File: src/rtl/binary2ascii_6d.sv
// binary2ascii_6d: 20-bit unsigned to six ASCII decimal digits by iterative double dabble.
// Define BINARY2ASCII_LZ_BLANK_EN to emit leading zero digits (never digit0) as NUL.
module binary2ascii_6d (
    input  logic        i_Clock50MHz,
    input  logic        i_Reset_n,
    input  logic        i_Start,
    input  logic [19:0] i_BinaryValue,
    output logic        o_Busy,
    output logic        o_Done,
    output logic [47:0] o_AsciiValue,
    output logic        o_Overflow
);
`ifdef BINARY2ASCII_LZ_BLANK_EN
    localparam logic [47:0] ASCII_RST = 48'h000000000030;
`else
    localparam logic [47:0] ASCII_RST = 48'h303030303030;
`endif
    localparam logic [19:0] MAX_VAL = 20'd999999;
    typedef enum logic [1:0] {IDLE, SHIFT, FORMAT} state_t;
    state_t      state;
    logic [19:0] bin_sr;
    logic [23:0] bcd, bcd_adj;
    logic [4:0]  cnt;
    logic        ovf;
    logic [47:0] ascii;
    logic        lead;
    always_comb begin
        bcd_adj = bcd;
        for (int i = 0; i < 6; i++)
            bcd_adj[4*i +: 4] = (bcd[4*i +: 4] >= 4'd5) ? bcd[4*i +: 4] + 4'd3 : bcd[4*i +: 4];
    end
    // lead stays high while every digit from digit5 down to the current one is zero
    always_comb begin
        ascii = '0;
        lead  = 1'b1;
        for (int i = 5; i >= 0; i--) begin
`ifdef BINARY2ASCII_LZ_BLANK_EN
            lead = lead && (bcd[4*i +: 4] == 4'd0) && (i != 0);
`else
            lead = 1'b0;
`endif
            ascii[8*i +: 8] = lead ? 8'h00 : {4'h3, bcd[4*i +: 4]};
        end
    end
    always_ff @(posedge i_Clock50MHz) begin
        if (!i_Reset_n) begin
            state        <= IDLE;
            bin_sr       <= '0;
            bcd          <= '0;
            cnt          <= '0;
            ovf          <= 1'b0;
            o_Busy       <= 1'b0;
            o_Done       <= 1'b0;
            o_AsciiValue <= ASCII_RST;
            o_Overflow   <= 1'b0;
        end else begin
            o_Done <= 1'b0;
            case (state)
                IDLE: if (i_Start) begin
                    ovf    <= i_BinaryValue > MAX_VAL;
                    bin_sr <= (i_BinaryValue > MAX_VAL) ? MAX_VAL : i_BinaryValue;
                    bcd    <= '0;
                    cnt    <= '0;
                    o_Busy <= 1'b1;
                    state  <= SHIFT;
                end
                SHIFT: begin
                    {bcd, bin_sr} <= {bcd_adj[22:0], bin_sr, 1'b0};
                    cnt           <= cnt + 5'd1;
                    if (cnt == 5'd19) state <= FORMAT;
                end
                default: begin
                    o_AsciiValue <= ascii;
                    o_Overflow   <= ovf;
                    o_Done       <= 1'b1;
                    o_Busy       <= 1'b0;
                    state        <= IDLE;
                end
            endcase
        end
    end
endmodule

File: config.mk
export PLATFORM = sky130hd
export DESIGN_NAME = binary2ascii_6d
export DESIGN_NICKNAME = d
export VERILOG_FILES = /design/src/rtl/binary2ascii_6d.sv
export SDC_FILE = /design/constraint.sdc
export NUM_CORES = 1
export LEC_CHECK = 0
export BUFFER_PORTS_ARGS = -buffer_cell sky130_fd_sc_hd__buf_2
export CORE_MARGIN = 3
export CORE_UTILIZATION = 23
export DETAILED_ROUTE_END_ITERATION = 10
export PLACE_DENSITY = 0.49
export SYNTH_ARGS = -nofsm -noshare
export SYNTH_HDL_FRONTEND = slang
export SYNTH_SLANG_ARGS = --single-unit
File: constraint.sdc
create_clock -name i_Clock50MHz -period 4.7 [get_ports i_Clock50MHz]
set_input_delay 0.235 -clock i_Clock50MHz [delete_from_list [all_inputs] [get_ports i_Clock50MHz]]
set_output_delay 0.235 -clock i_Clock50MHz [all_outputs]
set_load 0.02 [all_outputs]
==> reports/qor.csv <==
metric,value,unit
grt_pass1_vias,2788,
syn_area,3750,um2
startpoint_type,flip-flop,
cts_setup_buffers,0,
num_io_pins,74,
drtIter0Drc,104,
crit_required,4930,ps
synthArstFlopShare,0,%
ys_top_cells_by_count,"79 x dfxtp_1, 30 x o21ai_0, 27 x nor2b_1",
numCtsBuffers,9,
core,15900,um2
clk_pin_slew,60,ps
htreeDepth,3,
clockBufferDepth,2,
placed_area,4090,um2
antenna_found_initial,0,
ys_top_cells_by_area,"dfxtp_1 42%, mux2i_1 6.7%, buf_4 5.2%",
drv_slew,0,
cp_num_buf_inv,0,
io_buffers,49,
p_total,1.65,mW
setup_viol_count_final,0,
gp_congestion,0.736,
route.detailed.drc,0,
crit_chain,and2b_1 > nand2_1 > nor4_1,
cts_tree,built,
cp_slowest_cell,and2b_1,
diodes,0,
end_kind,flip-flop,
synth.avg_cell_area,9.19,um2
gr-total-overflow,0,
nNetsFinal,482,
insertion_delay,340,ps
layout-drive-gt1-share,18.2,%
die_width,134,um
yosysWarnings,0,
p_leak,1.68,nW
synth_seq_cells,79,
worstPathArrival,2540,ps
synth_edf_count,0,
hold_viol_final,0,
initial_core_util,23.5,%
fin_crit,2320,ps
vias,2800,
area_growth,18.5,%
die_area,17900,um2
grt_pass1_wl,13800,um
syn_inst,408,
cp_slowest_stage_delay,860,ps
vias_per_cell,4.20,
grt_setup_unrepaired,no,
path_class,reg -> reg,
root_buffer,clkbuf_16,
wire_per_inst,12.5,um
grt_max_degree,72,
yosysTopAreaCell,dfxtp_1,
cts_hold_buf,0,
setup_tns,0,ps
status,"complete, no violations",
ys_seq_area_share,42.2,%
fp.dieH,134,um
post_cts_resized,0,
finalCritPeriodShare,49.3,%
worst_clock_skew,8.47,ps
worst_pin_slew,996,ps
cts_sinks,79,
max_cap_viol_count,0,
groute.usage.overall,9.60,%
final_cell_area,4450,um2
crit_fanout,33,
crit_family,simple AND/OR/NAND/NOR gates,
synth_most_common_cell,dfxtp_1,
ir_drop,0.157,mV
synth_cell_types,42,
p_per_area,370,nW/um2
synth-main-ff-cell,dfxtp_1,
rows,46,
synth_top_area_share,42.2,%
max_freq,432,MHz
drt-total-wl,8310,um
slew_headroom,33.6,%
dpl.hpwl,5740,um
dr.pass1.iters,4,
hold_path.class,in -> reg,
drtAntennaViolNets,0,
-- power breakdown --
group / internal (mW) / switching [mW]
Combinational: 0.0353 / 0.0747
Clock: 0.569 / 0.268
Sequential: 0.688 / 0.0108
Total: 1.29 / 0.353
-- path summary, 6_finish.rpt --
check        cells after the start  slack, ps         startpoint    endpoint
max                              3       2380           state[1]    state[1]
min                              3        130  i_BinaryValue[17]  bin_sr[17]
max reg2reg                      3       2380           state[1]    state[1]
min reg2reg                      2        480            bcd[21]     bcd[21]
-- registers in the layout (all words and copies together), names as in the netlist --
name,cells
bcd,24
bin_sr,20
cnt,5
o_AsciiValue,24
o_Busy,1
o_Done,1
o_Overflow,1
ovf,1
state,2
-- cell type report --
cell class / count / area (um2)
fill: 1728 / 11500
multi-input combinational: 284 / 1890
sequential: 79 / 1580
tap: 216 / 270
timing repair buffer: 52 / 268
clock buffer: 9 / 225
clock inverter: 7 / 135
inverter: 20 / 75.1
-- stage by stage --
step	std cells	utilization (%)	setup WS (ps)	hold slack (ps)
2_1_floorplan	430	-	3230	356
3_3_place_gp	651	25.6	2330	462
3_5_place_dp	651	25.6	2320	474
4_1_cts	667	27.9	2310	125
5_1_grt	667	27.9	2140	133
6_report	667	27.9	2380	132
-- layer usage --
metal  GRT usage, %  share of wire [%]  vias up
met1           11.8                 47     1302
met5              0                  0        -
met2           16.1                 48       52
met4           2.57                1.0        0
li1               -                  -     1437
met3           3.25                4.5        9
-- cells in the final DEF (no fill, tap or decap), types with 4 or more instances in the layout --
cell / n
buf_2: 49
a21oi_1: 14
dfxtp_1: 78
xnor2_1: 6
a22o_1: 5
nor3_1: 7
clkbuf_16: 9
mux2_2: 6
a22oi_1: 5
nand2_1: 20
inv_1: 20
ha_1: 13
conb_1: 24
nand3_1: 17
a21boi_0: 12
o32ai_1: 5
mux2i_1: 25
nand2b_1: 7
xor2_1: 5
o221ai_1: 11
and2_1: 10
nor2b_1: 27
bufinv_16: 4
o21ai_0: 30
nor2_1: 14
-- tightest hold or removal path: cells and delay by family --
kind | cells | cell delay, ps
and+or+nand+nor | 2 | 100
buffers and inverters | 1 | 90
-- cells by family after synthesis --
group	share of synthesized area [%]
buf+inv	9.64
simple gates	16.9
xor+xnor	2.57
mux	8.47
other cells	0.200
fa+ha+maj	4.34
compound gates	15.7
flops	42.2
Note: power is estimated with default switching activity, not from simulation.
